<file path="src/rtl/mcs_fpro_bridge_gen.sv">
// MicroBlaze MCS IO-bus to FPro bus bridge: N_CS regions, RD_LAT-cycle read latency, byte enables.
// Define BRG_ERR_CNT_EN to build the saturating unmapped/illegal/busy access counter on err_cnt.
module mcs_fpro_bridge_gen #(
    parameter logic [31:0] BRG_BASE = 32'hc000_0000,
    parameter int unsigned N_CS     = 2,
    parameter int unsigned ADDR_W   = 21,
    parameter int unsigned RD_LAT   = 0
) (
    input  logic                   clk,
    input  logic                   reset,
    input  logic                   io_addr_strobe,
    input  logic                   io_read_strobe,
    input  logic                   io_write_strobe,
    input  logic [3:0]             io_byte_enable,
    input  logic [31:0]            io_address,
    input  logic [31:0]            io_write_data,
    output logic [31:0]            io_read_data,
    output logic                   io_ready,
    output logic [N_CS-1:0]        fp_cs,
    output logic                   fp_wr,
    output logic                   fp_rd,
    output logic [3:0]             fp_be,
    output logic [ADDR_W-1:0]      fp_addr,
    output logic [31:0]            fp_wr_data,
    input  logic [32*N_CS-1:0]     fp_rd_data,
    output logic [15:0]            err_cnt
);

    // Legal configurations satisfy ADDR_W + 2 + CS_W <= 24 so region and word address never overlap.
    localparam int unsigned CS_W      = (N_CS > 1) ? $clog2(N_CS) : 0;
    localparam int unsigned IDX_W     = (CS_W > 0) ? CS_W : 1;
    localparam logic [2:0]  WAIT_INIT = (RD_LAT > 0) ? 3'(RD_LAT - 1) : 3'd0;

    typedef enum logic [1:0] {S_IDLE, S_ACC, S_WAIT, S_DONE} state_t;

    state_t              r_state;
    state_t              w_state_next;
    logic [ADDR_W-1:0]   r_addr;
    logic [31:0]         r_wdata;
    logic [3:0]          r_be;
    logic                r_rd;
    logic                r_hit;
    logic [IDX_W-1:0]    r_idx;
    logic [2:0]          r_wcnt;
    logic [31:0]         r_rdata;

    logic                w_start;
    logic                w_legal;
    logic                w_hit;
    logic [IDX_W-1:0]    w_idx;
    logic [31:0]         w_rd_slice;
    logic                w_unused_addr;

    assign w_start       = (r_state == S_IDLE) && io_addr_strobe;
    assign w_legal       = io_read_strobe ^ io_write_strobe;
    assign w_hit         = (io_address[31:24] == BRG_BASE[31:24]);
    assign w_unused_addr = ^io_address;

    generate
        if (CS_W == 0) begin : g_one_region
            assign w_idx = '0;
        end else begin : g_multi_region
            assign w_idx = io_address[23 -: CS_W];
        end
    endgenerate

    always_comb begin
        w_rd_slice = '0;
        for (int unsigned k = 0; k < N_CS; k++) begin
            if (r_idx == IDX_W'(k)) begin
                w_rd_slice = fp_rd_data[32*k +: 32];
            end
        end
    end

    always_ff @(posedge clk) begin
        if (reset) begin
            r_state <= S_IDLE;
        end else begin
            r_state <= w_state_next;
        end
    end

    // Misses and writes bypass WAIT even when RD_LAT is nonzero.
    always_comb begin
        w_state_next = r_state;
        case (r_state)
            S_IDLE: if (io_addr_strobe) w_state_next = S_ACC;
            S_ACC:  w_state_next = (r_hit && r_rd && (RD_LAT != 0)) ? S_WAIT : S_DONE;
            S_WAIT: if (r_wcnt == 3'd0) w_state_next = S_DONE;
            S_DONE: w_state_next = S_IDLE;
            default: w_state_next = S_IDLE;
        endcase
    end

    // Illegal strobes are recorded as read-direction misses so they return zero data.
    always_ff @(posedge clk) begin
        if (reset) begin
            r_addr  <= '0;
            r_wdata <= '0;
            r_be    <= '0;
            r_rd    <= 1'b0;
            r_hit   <= 1'b0;
            r_idx   <= '0;
            r_wcnt  <= '0;
            r_rdata <= '0;
        end else begin
            if (w_start) begin
                r_addr  <= io_address[ADDR_W+1:2];
                r_wdata <= io_write_data;
                r_be    <= io_byte_enable;
                r_rd    <= io_read_strobe | ~io_write_strobe;
                r_hit   <= w_hit & w_legal;
                r_idx   <= w_idx;
            end
            if (r_state == S_ACC) begin
                r_wcnt <= WAIT_INIT;
            end else if (r_state == S_WAIT) begin
                r_wcnt <= r_wcnt - 3'd1;
            end
            if ((r_state != S_DONE) && (w_state_next == S_DONE) && r_rd) begin
                r_rdata <= r_hit ? w_rd_slice : '0;
            end
        end
    end

    always_comb begin
        fp_cs        = '0;
        fp_wr        = 1'b0;
        fp_rd        = 1'b0;
        fp_be        = '0;
        fp_addr      = '0;
        fp_wr_data   = '0;
        io_ready     = (r_state == S_DONE);
        io_read_data = r_rdata;
        if ((r_state == S_ACC) && r_hit) begin
            for (int unsigned k = 0; k < N_CS; k++) begin
                fp_cs[k] = (r_idx == IDX_W'(k));
            end
            fp_wr = ~r_rd;
            fp_rd = r_rd;
        end
        if (r_state != S_IDLE) begin
            fp_addr    = r_addr;
            fp_be      = r_be;
            fp_wr_data = r_wdata;
        end
    end

`ifdef BRG_ERR_CNT_EN
    logic [15:0] r_err_cnt;
    logic        w_err_evt;

    assign w_err_evt = (w_start && !(w_hit && w_legal)) || ((r_state != S_IDLE) && io_addr_strobe);

    always_ff @(posedge clk) begin
        if (reset) begin
            r_err_cnt <= '0;
        end else if (w_err_evt && (r_err_cnt != '1)) begin
            r_err_cnt <= r_err_cnt + 16'd1;
        end
    end

    assign err_cnt = r_err_cnt;
`else
    assign err_cnt = '0;
`endif

endmodule
</file>
<file path="config.mk">
export PLATFORM = sky130hd
export DESIGN_NAME = mcs_fpro_bridge_gen
export DESIGN_NICKNAME = d
export VERILOG_FILES = /design/src/rtl/mcs_fpro_bridge_gen.sv
export SDC_FILE = /design/constraint.sdc
export NUM_CORES = 1
export LEC_CHECK = 0
export ABC_AREA = 0
export BUFFER_PORTS_ARGS = -buffer_cell sky130_fd_sc_hd__buf_4
export CAP_MARGIN = 10
export CORE_MARGIN = 3
export CORE_UTILIZATION = 41
export DETAILED_ROUTE_END_ITERATION = 16
export PLACE_DENSITY_LB_ADDON = 0.1
export SKIP_CTS_REPAIR_TIMING = 1
export SLEW_MARGIN = 5
export SYNTH_ARGS = -nofsm -noshare
export SYNTH_HDL_FRONTEND = slang
export SYNTH_SLANG_ARGS = --single-unit
</file>
<file path="constraint.sdc">
create_clock -name clk -period 1.8 [get_ports clk]
set_input_delay 0 -clock clk [delete_from_list [all_inputs] [get_ports clk]]
set_output_delay 0 -clock clk [all_outputs]
set_load 0.005 [all_outputs]
</file>
* After elaboration in Yosys (flattened, before gate mapping)
Index checks and enable logic that the tools add are counted.
** Cells by class
- Add/subtract/negate cells :: 1
- Equal/unequal tests :: 6
- Multiplexer cells :: 11
- Bitwise gates (word level) :: 6
- Reduce and logical (&&, ||, !) cells :: 8
** Operators with widths (number)
- 32-bit 2-to-1 mux :: 3
- 21-bit 2-to-1 mux :: 1
- 8-bit == test, second input constant :: 1
- 2-bit one-hot mux with 4 select lines :: 1
- 2-bit == test, second input constant :: 3
- 2-bit 2-to-1 mux :: 3
- 1-bit logical AND :: 4
- 4-bit 2-to-1 mux :: 1
- 3-bit zero test :: 1
- 1-bit NOT :: 3
- 3-bit by 1-bit subtractor with 3-bit output, second input constant :: 1
- 2-bit by 1-bit == test with 1-bit output, second input constant :: 1
- 2-bit zero test :: 1
- 1-bit 2-to-1 mux :: 2
- 2-bit != test, second input constant :: 1
- 2-bit nonzero test :: 1
- 2-bit OR reduction :: 1
- 1-bit AND :: 1
- 1-bit bitwise OR :: 1
- 1-bit bitwise XOR :: 1
** Storage, ports and cells
- Bits in registers :: 97
- Bits of input ports :: 137
- Output and inout bits :: 110
- Logic and storage cells :: 41

* Logic depth before layout (Yosys ltp)
Gate-level depths: netlist of the first run.
- Depth after elaboration :: 6
- Gate-level depth with buffers :: 9
- Gate-level depth less buffers :: 7

* Worst setup path after synthesis of the first run
Ideal clock, no wire load.
- Kind :: reg2reg
- From :: register r_state[0]
- To :: register r_rdata[29] (netlist: io_read_data[29])
- Setup time :: 0.132 ns
- Data arrival time :: 1.647 ns
- Data required time :: 1.668 ns
- Path slack :: 0.020 ns
- Stages on the path, launching flop included :: 10
- Buffers on the path :: 3
- Clock period less this slack :: 1.780 ns
- Path through :: dfxtp_1 -> inv_1 -> ha_1 -> buf_6 -> or3_1 -> nor2b_1 -> clkbuf_1 -> buf_2 -> nand4_1 -> a21oi_1
** On the way
- Cells in the longest elaborated chain, start to end :: 5
- Elaborated cells between the ends (all ways) :: 11
- Classes of those cells :: eq/ne: 5; mux: 3; reduce/logical: 3
** Ends and longest elaborated chain
- start: declaration :: RTL line 36 : state_t r_state;
- start signal: assignment :: RTL line 80 : r_state <= w_state_next;
- 2-bit == test (tied with other cells) :: RTL line 87 : case (r_state)
- 2-bit one-hot mux with 4 select lines :: RTL line 87
- 2-bit == test :: RTL line 121 : if ((r_state != S_DONE) && (w_state_next == S_DONE) && r_rd) begin
- 1-bit logical AND (*) (2 in series) :: RTL line 121
- end signal: assignment :: RTL line 122 : r_rdata <= r_hit ? w_rd_slice : '0;
- end: declaration :: RTL line 45 : logic [31:0] r_rdata;
Every way passes the cells marked *; elsewhere a longest branch is shown, timed or not.
A chain may end at the register's enable or synchronous reset.

* Final worst setup path of the first run
- From :: register r_state[1]
- To :: register r_rdata[14] (netlist: io_read_data[14])
Same word-level chain as after synthesis.

==> results of run 1 <==
-- cells in the final DEF, fill, tap and decap left out, drive strengths merged --
cell type / count
mux2: 32
nor3b: 1
a21oi: 91
clkinv: 2
nand4: 32
nor3: 1
nor2: 7
and3: 2
ha: 7
clkinvlp: 1
conb: 16
clkbuf: 14
or3: 1
nor4b: 1
nand2: 119
inv: 8
a211oi: 1
dfxtp: 97
nand4b: 1
nand3b: 1
a2111oi: 2
nor4: 2
o21ai: 32
and2: 1
or3b: 1
buf: 260
dlygate4sd3: 65
nor2b: 59
xnor2: 1
-- sequential cells by signal, summed over array words and instances (netlist names) --
name / flops
r_wdata: 32
r_hit: 1
r_rd: 1
r_state: 2
r_be: 4
io_read_data: 32
r_wcnt: 3
r_addr: 21
r_idx: 1
-- synthesized netlist by cell type --
library cell	number
o21ai_1	30
or3_1	1
buf_6	4
a2111oi_0	2
inv_1	6
a211oi_1	1
clkbuf_1	33
nor3_1	1
nand2_1	119
nor2b_1	59
or3b_4	1
mux2_2	32
nor3b_1	1
buf_1	7
ha_1	7
nand4b_1	1
buf_4	16
xnor2_1	1
o21ai_0	2
and3_1	2
nor2_1	7
dfxtp_1	97
buf_2	8
nand3b_1	1
conb_1	1
nor4_1	2
nor4b_1	1
nand4_1	32
and2_1	1
a21oi_1	91
-- power by group through the flow --
stage | combinational [W] | sequential [W] | clock (W)
finish | 0.00419 | 0.00257 | 0.00132
global route | 0.00449 | 0.00261 | 0.00145
CTS | 0.00307 | 0.00255 | 0.00135
detailed placement | 0.00306 | 0.00260 | 0
global placement | 0.00299 | 0.00258 | 0
floorplan | 0.00190 | 0.00257 | 0
-- through the flow --
stage / hold slack [ns] / cells / TNS (ns)
after global placement: 0.2484 / 901 / -12.12
after floorplan: 0.1360 / 582 / 0
after global routing: 0.09465 / 994 / -4.464
final: 0.07830 / 994 / -1.315
after CTS: -0.1399 / 917 / -21.04
after detailed placement: 0.2555 / 901 / -16.23
-- final timing paths --
| kind | end | slack [ns] | cells after the start | start |
|---|---|---|---|---|
| max reg2reg | io_read_data[14]$_SDFFE_PP0P_ | -0.09 | 9 | r_state[1]$_SDFF_PP0_ |
| min | r_rd$_SDFFE_PP0P_ | 0.08 | 4 | io_read_strobe |
| max | io_read_data[14]$_SDFFE_PP0P_ | -0.09 | 9 | r_state[1]$_SDFF_PP0_ |
| min reg2reg | r_addr[13]$_SDFFE_PP0P_ | 0.46 | 2 | r_addr[13]$_SDFFE_PP0P_ |
-- kinds of logic after synthesis --
kind of cell    synth area share [%]
mux                            7.921
fa+ha+maj                      1.925
buf+inv                        8.306
simple gates                   24.81
compound gates                 14.08
flops                          42.68
other cells                  0.08243
xor+xnor                      0.1926
-- final cells by class --
| class | count | share of cell area, % |
|---|---|---|
| clock buffers | 11 | 1.859 |
| clock inverters | 5 | 0.5099 |
| repair buffers | 328 | 36.53 |
| inverters | 6 | 0.3289 |
| flip-flops and latches | 97 | 25.59 |
| multi-input cells | 411 | 32.94 |
| well taps | 136 | 2.237 |
-- worst max-delay path, stage by stage (launching register included) --
cell,delay [ns]
dfxtp_2,0.35
inv_2,0.06
buf_4,0.13
ha_2,0.17
buf_6,0.14
nor4_4,0.28
or3b_4,0.29
clkbuf_16,0.19
o21ai_2,0.05
a21oi_1,0.16
-- routing by layer --
layer / GRT usage [%] / wire length, um / vias up / share of wire, %
li1: - / - / 2464 / -
met1: 25.20 / 6078 / 2325 / 40
met2: 35.79 / 8073 / 176 / 53
met3: 5.000 / 891 / 20 / 5.8
met4: 5.434 / 214 / 0 / 1.4
met5: 0 / 0 / - / 0
==> results.yml, run 1 <==
sta:
  finalClockSkew_ns: 0.01726
  rsz0062_at_grt: "true"
  slew_headroom_pct: 59.48
  finalHoldViolCount: 0
  worst_slew_pin_slew_ns: 0.6078
  slew_violations: 0
  setup_viol: 31
  fin_crit_sh_pct: 104.8
  finalCriticalPeriod_ns: 1.887
  max_freq_mhz: 529.9
  setup_slack_ns: -0.08709
power:
  clockPowerShare_pct: 16.4
  power.leakage_nw: 3.237
  power_density_nw_per_um2: 1063
  ir_worst_vdd_mv: 0.8962
  intPower_w: 0.004983
  p_switching_w: 0.003104
  power_w: 0.008087
  switching_share_pct: 38.38
  pwr-share-seq_pct: 31.8
  power_frac_comb_pct: 51.8
route:
  firstDrtPassIters: 5
  drc: 0
  vias: 4985
  ant_nets: 0
  wl_um: 15260
  avgViaCountPerCell: 5.015
  wl_per_cell_um: 15.35
  drtIter0Drc: 315
logic_synthesis:
  ys_seq_elements: 97
  ys_warn_count: 0
  synth_top_area_share_pct: 42.68
  synthCells: 567
  syn_avg_cell_area_sq_um: 8.024
  yosys.area.top_type: "dfxtp_1"
  synth.area.top_cells: "dfxtp_1, a21oi_1, nand2_1, nor2b_1, mux2_2"
  synth.cell_area_sq_um: 4549
  synth_sequential_area_ratio_pct: 42.68
  synth.distinct_cells: 30
place:
  io_buffers: 228
  routabilityCongestion: 0.7744
  hpwlAfterDp_um: 9713
  placed_cell_area_sq_um: 6379
  dp_slack_ns: -0.5569
clocking:
  cts_inserted_buffers: 9
  clk_latency_ns: 0.36
  cts_buffer_depth: 2
  path_clk_slew_ns: 0.09
  clockRootBuffer: "clkbuf_8"
  cts_tree: "built"
  h-tree-depth: 3
  clkSinkCount: 97
layout:
  final_util_pct: 72.07
  ff_latch_area_sq_um: 1947
  final_area_sq_um: 7607
  fillers: 827
  nets: 997
  diodes: 0
  layout-drive-gt1-share_pct: 41.96
  multi_input_area_sq_um: 2506
  syn2layout_area_growth_pct: 67.22
floorplan:
  start_util_pct: 43.10
  io_pins: 247
  std_cell_rows: 37
  die_h_um: 111.3
  coreArea_sq_um: 10560
  die_area_sq_um: 12400
  dieWidth_um: 111.3
global_route:
  grt_max_degree: 59
  grt_pass1_vias: 4379
  grtUsageTotal_pct: 20.45
  antenna_found_initial: 0
  grt_overflow: 0
  grt_pass1_wl_um: 21440
outcome:
  failed_checks: "negative setup slack"
  status: "finished with violations"
job:
  cap_violations: 0
worst_hold_path:
  worstHoldPathType: "primary input to register"
worst_setup_path:
  cp-start-kind: "register"
  criticalPathCategory: "register to register"
  cp-end-kind: "register"
  required_ns: 2.08
  worstPathArrival_ns: 2.16
  cp_max_fo: 7
(Power assumes the default switching activity.)
==> run 2: changes to the inputs <==
- BUFFER_PORTS_ARGS: -buffer_cell sky130_fd_sc_hd__buf_4 -> not set
- CORE_UTILIZATION: 41 -> 57
- DONT_BUFFER_PORTS: not set -> 1
==> run 2 against run 1 <==
The flow finishes with violations (negative hold slack). Non-clock buffer count fell by 304. Core utilization decreased by 6.1 points. Via count fell by 25%. Sequential power about the same. Register-to-register slack gained 0.15 ns. Sequential share of layout area up 14 points. Final cell count decreased by 34%. Wire length is 27% lower. Clock power is 15% higher. Worst setup slack improved by 0.15 ns. Clock-buffer cell count decreased by 2. Power decreased by 13%.
==> results.yml, run 2 (synthesis gave the netlist of run 1 again) <==
outcome:
  status: "finished with violations"
  failed_checks: "negative hold slack"
clocking:
  cts_buffer_depth: 2
  cts_inserted_buffers: 9
  clk_latency_ns: 0.35
  h-tree-depth: 3
  clkSinkCount: 97
  path_clk_slew_ns: 0.10
  clockRootBuffer: "clkbuf_8"
  cts_tree: "built"
worst_setup_path:
  cp-start-kind: "register"
  worstPathArrival_ns: 2.01
  cp_max_fo: 5
  crit_chain: "inv_2 > ha_4 > or3_4 > or3b_4 > buf_12 > o21ai_1 > a21oi_1"
  cp-end-kind: "register"
  criticalPathCategory: "register to register"
  required_ns: 2.07
  max_stage_delay_ns: 0.39
  cpMaxStageDelayCell: "or3_4"
place:
  io_buffers: 0
  routabilityCongestion: 0.7678
  hpwlAfterDp_um: 7618
power:
  power.leakage_nw: 1.730
  pwr-share-seq_pct: 36.5
  intPower_w: 0.004453
  ir_worst_vdd_mv: 0.8336
  power_frac_comb_pct: 41.8
  power_density_nw_per_um2: 1419
  p_switching_w: 0.002559
  clockPowerShare_pct: 21.7
  switching_share_pct: 36.50
  power_w: 0.007012
layout:
  diodes: 0
  final_common_cell: "nand2_1"
  nets: 693
  syn2layout_area_growth_pct: 8.608
  layout-drive-gt1-share_pct: 15.70
  final_cell_mix: "nand2_1, dfxtp_1, a21oi_1"
global_route:
  gr-usage-met2_pct: 36.62
  met1_usage_pct: 26.11
  grt_pass1_vias: 3341
  grtUsageMet3_pct: 7.735
  grt_pass1_wl_um: 16000
  top_usage_layer: "met2"
  grtUsageTotal_pct: 22.30
  antenna_found_initial: 0
  grt_max_degree: 98
  grt_overflow: 0
route:
  ant_nets: 0
  wl_um: 11070
  avgViaCountPerCell: 5.757
  firstDrtPassIters: 4
  drc: 0
  vias: 3759
  wl_per_cell_um: 16.96
  drtIter0Drc: 196
floorplan:
  dieWidth_um: 95.34
  start_util_pct: 60.77
  die_area_sq_um: 9090
  std_cell_rows: 31
  io_pins: 247
  die_h_um: 95.34
  coreArea_sq_um: 7486
sta:
  max_freq_mhz: 574.8
  whs_ns: -0.2907
  finalHoldViolCount: 96
  setup_viol: 0
  finalCriticalPeriod_ns: 1.740
  slew_violations: 0
  fin_crit_sh_pct: 96.65
  fin_setup_tns_ns: 0
  finalClockSkew_ns: 0.008226
  rsz0062_at_grt: "true"
worst_hold_path:
  worstHoldPathType: "primary input to register"
job:
  cap_violations: 0
==> run 2: cell count changes in the layout (fill, tap and decap cells not counted), sizes merged <==
cell	delta
buf	-239
dlygate4sd3	-64
clkbuf	-3
bufinv	+2
clkinv	+2
inv	-2
==> run 2: through the flow <==
stage | hold slack, ns | setup slack (ns) | util (%) | area, sq um | instances
CTS | -0.3111 | 0.03840 | 64.42 | 4822 | 648
detailed placement | 0.07787 | 0.06777 | 61.49 | 4603 | 632
global route | -0.3272 | -0.02702 | 66.00 | 4941 | 653
floorplan | 0.1360 | 0.02033 | - | 4606 | 582
finish | -0.2907 | 0.06023 | 66.00 | 4941 | 653
global placement | 0.07732 | 0.1205 | 61.49 | 4603 | 632
==> run 2: area by class of cell <==
| type | count | area [sq um] |
|---|---|---|
| Multi-Input combinational cell | 411 | 2338 |
| Fill cell | 675 | 2545 |
| Inverter | 6 | 22.52 |
| Sequential cell | 97 | 1944 |
| Tap cell | 99 | 123.9 |
| Clock buffer | 9 | 123.9 |
| Clock inverter | 7 | 95.09 |
| Timing Repair Buffer | 24 | 292.8 |
==> run 2: power groups by stage <==
| stage | clock, W | combinational (W) | sequential (W) |
|---|---|---|---|
| finish | 0.00152 | 0.00293 | 0.00256 |
| detailed placement | 0 | 0.00252 | 0.00260 |
| CTS | 0.00156 | 0.00252 | 0.00255 |
| global placement | 0 | 0.00248 | 0.00259 |
| global route | 0.00165 | 0.00321 | 0.00259 |
| floorplan | 0 | 0.00190 | 0.00257 |
==> run 2: final timing paths <==
check | startpoint | end | slack (ns) | depth (start not counted)
hold reg to reg | r_wdata[15]$_SDFFE_PP0P_ | r_wdata[15]$_SDFFE_PP0P_ | 0.45 | 2
hold / removal | reset | r_addr[20]$_SDFFE_PP0P_ | -0.29 | 1
setup / recovery | r_state[1]$_SDFF_PP0_ | io_read_data[8]$_SDFFE_PP0P_ | 0.06 | 7
setup reg to reg | r_state[1]$_SDFF_PP0_ | io_read_data[8]$_SDFFE_PP0P_ | 0.06 | 7
==> run 2: critical path, delay by kind of cell (launching register included) <==
kind / cells / cell delay (ns)
AOI/OAI and AO/OA: 2 / 0.23
adders and majority gates: 1 / 0.17
buffers and inverters: 2 / 0.19
DFF: 1 / 0.36
and+or+nand+nor: 2 / 0.71
==> run 2: layer usage <==
metal | up-vias | part of all wire (%)
met2 | 163 | 50
met4 | 0 | 2.2
met5 | - | 0
met1 | 1740 | 38
li1 | 1834 | -
met3 | 22 | 9.4
==> run 3: changes to the inputs <==
- CORE_AREA: not set -> 2 2 97 99
- CORE_MARGIN: 3 -> not set
- CORE_UTILIZATION: 57 -> not set
- DIE_AREA: not set -> 0 0 99 101
- clock period: 1.8 -> 1.9 ns (I/O delays scaled with it)
==> run 3 against run 2 <==
The flow still finishes with violations (negative hold slack). Wire length increased by 3.6%. Combinational power is essentially flat. Power fell by 2.4%.
==> results.yml, run 3 (synthesis gave the netlist of run 1 again) <==
outcome:
  status: "finished with violations"
  failed_checks: "negative hold slack"
sta:
  finalCriticalPeriod_ns: 1.860
  setup_viol: 0
  fin_crit_sh_pct: 97.92
  max_freq_mhz: 537.5
  slew_violations: 0
  finalHoldViolCount: 94
  finalClockSkew_ns: 0.01143
  fin_setup_tns_ns: 0
  rsz0062_at_grt: "true"
  setup_slack_ns: 0.03957
  whs_ns: -0.3027
worst_setup_path:
  cp-start-kind: "register"
  required_ns: 2.19
  cp-end-kind: "register"
  worstPathArrival_ns: 2.15
  cp_max_fo: 7
  max_stage_delay_ns: 0.41
  criticalPathCategory: "register to register"
  cpMaxStageDelayCell: "or3_4"
  cp_num_buf_inv: 2
  crit_chain: "buf_4 > ha_1 > or3_4 > or3b_4 > clkbuf_16 > o21ai_1 > a21oi_1"
  path_delay_family: "simple AND/OR/NAND/NOR gates"
layout:
  layoutNonFillerInstCount: 671
  diodes: 0
  layout-drive-gt1-share_pct: 15.71
  nets: 700
  final_cell_mix: "nand2_1, dfxtp_1, a21oi_1"
  syn2layout_area_growth_pct: 10.59
  final_common_cell: "nand2_1"
floorplan:
  std_cell_rows: 35
  coreArea_sq_um: 8977
  dieWidth_um: 99
  die_h_um: 101
  io_pins: 247
  die_area_sq_um: 9999
  start_util_pct: 50.68
route:
  drc: 0
  ant_nets: 0
  vias: 3758
  wl_um: 11470
  firstDrtPassIters: 4
  wl_per_cell_um: 17.09
  drtIter0Drc: 137
  avgViaCountPerCell: 5.601
global_route:
  antenna_found_initial: 0
  grtUsageTotal_pct: 20.82
  grt_overflow: 0
  grt_pass1_vias: 3394
  grt_pass1_wl_um: 16980
  met1_usage_pct: 26.72
  grtUsageMet3_pct: 6.103
  gr-usage-met2_pct: 33.99
  grt_max_degree: 98
  top_usage_layer: "met2"
job:
  cap_violations: 0
clocking:
  clockRootBuffer: "clkbuf_8"
  cts_tree: "built"
  cts_inserted_buffers: 9
  cts_buffer_depth: 2
  h-tree-depth: 3
  path_clk_slew_ns: 0.09
  clk_latency_ns: 0.36
  clkSinkCount: 97
power:
  power_density_nw_per_um2: 1360
  power.leakage_nw: 1.783
  ir_worst_vdd_mv: 0.5914
place:
  routabilityCongestion: 0.7246
  placedCellCount: 646
  io_buffers: 0
  dp_slack_ns: -0.4055
  hpwlAfterDp_um: 7319
worst_hold_path:
  worstHoldPathType: "primary input to register"
-- run 3: area by class of cell --
cell class / instances / area, sq um
Fill cell: 847 / 3946
Clock inverter: 4 / 77.57
Clock buffer: 11 / 141.4
Timing Repair Buffer: 30 / 352.8
Multi-Input combinational cell: 412 / 2354
Inverter: 6 / 22.52
Sequential cell: 97 / 1944
Tap cell: 111 / 138.9
-- run 3: worst register-to-register path: cells and delay by family (launching register included) --
family | cells | cell delay (ns)
AND/OR/NAND/NOR | 2 | 0.77
flip-flops | 1 | 0.34
buffers and inverters | 2 | 0.31
adder cells (fa/ha/maj) | 1 | 0.19
AO/OA/AOI/OAI | 2 | 0.19
-- run 3: final timing paths --
check,from,endpoint,slack (ns),cells after the start
worst min-delay path,reset,r_wdata[30]$_SDFFE_PP0P_,-0.30,1
worst max-delay path,r_state[1]$_SDFF_PP0_,io_read_data[1]$_SDFFE_PP0P_,0.04,7
worst max register to register,r_state[1]$_SDFF_PP0_,io_read_data[1]$_SDFFE_PP0P_,0.04,7
worst min register to register,r_addr[1]$_SDFFE_PP0P_,r_addr[1]$_SDFFE_PP0P_,0.45,2
-- run 3: power breakdown --
part / leakage, nW / switching (W) / internal [W]
sequential: 0.791 / 0.000123 / 0.00230
clock: 0.110 / 0.000711 / 0.000776
combinational: 0.883 / 0.00167 / 0.00126
-- run 3: stage by stage --
step | util, % | hold WS (ns) | total power, W | cell area (sq um)
4_1_cts | 53.77 | -0.3154 | 0.006317 | 4827
3_5_place_dp | 51.33 | 0.07842 | 0.004828 | 4608
2_1_floorplan | - | 0.1360 | 0.004235 | 4606
6_report | 56.04 | -0.3027 | 0.006845 | 5031
5_1_grt | 56.04 | -0.3186 | 0.007282 | 5031
3_3_place_gp | 51.33 | 0.07624 | 0.004781 | 4608
-- run 3: layer usage --
layer  share of wire [%]  wire, um
met1                  42      4809
met2                  50      5700
met3                 7.3       840
met4                 1.0       118
met5                   0         0
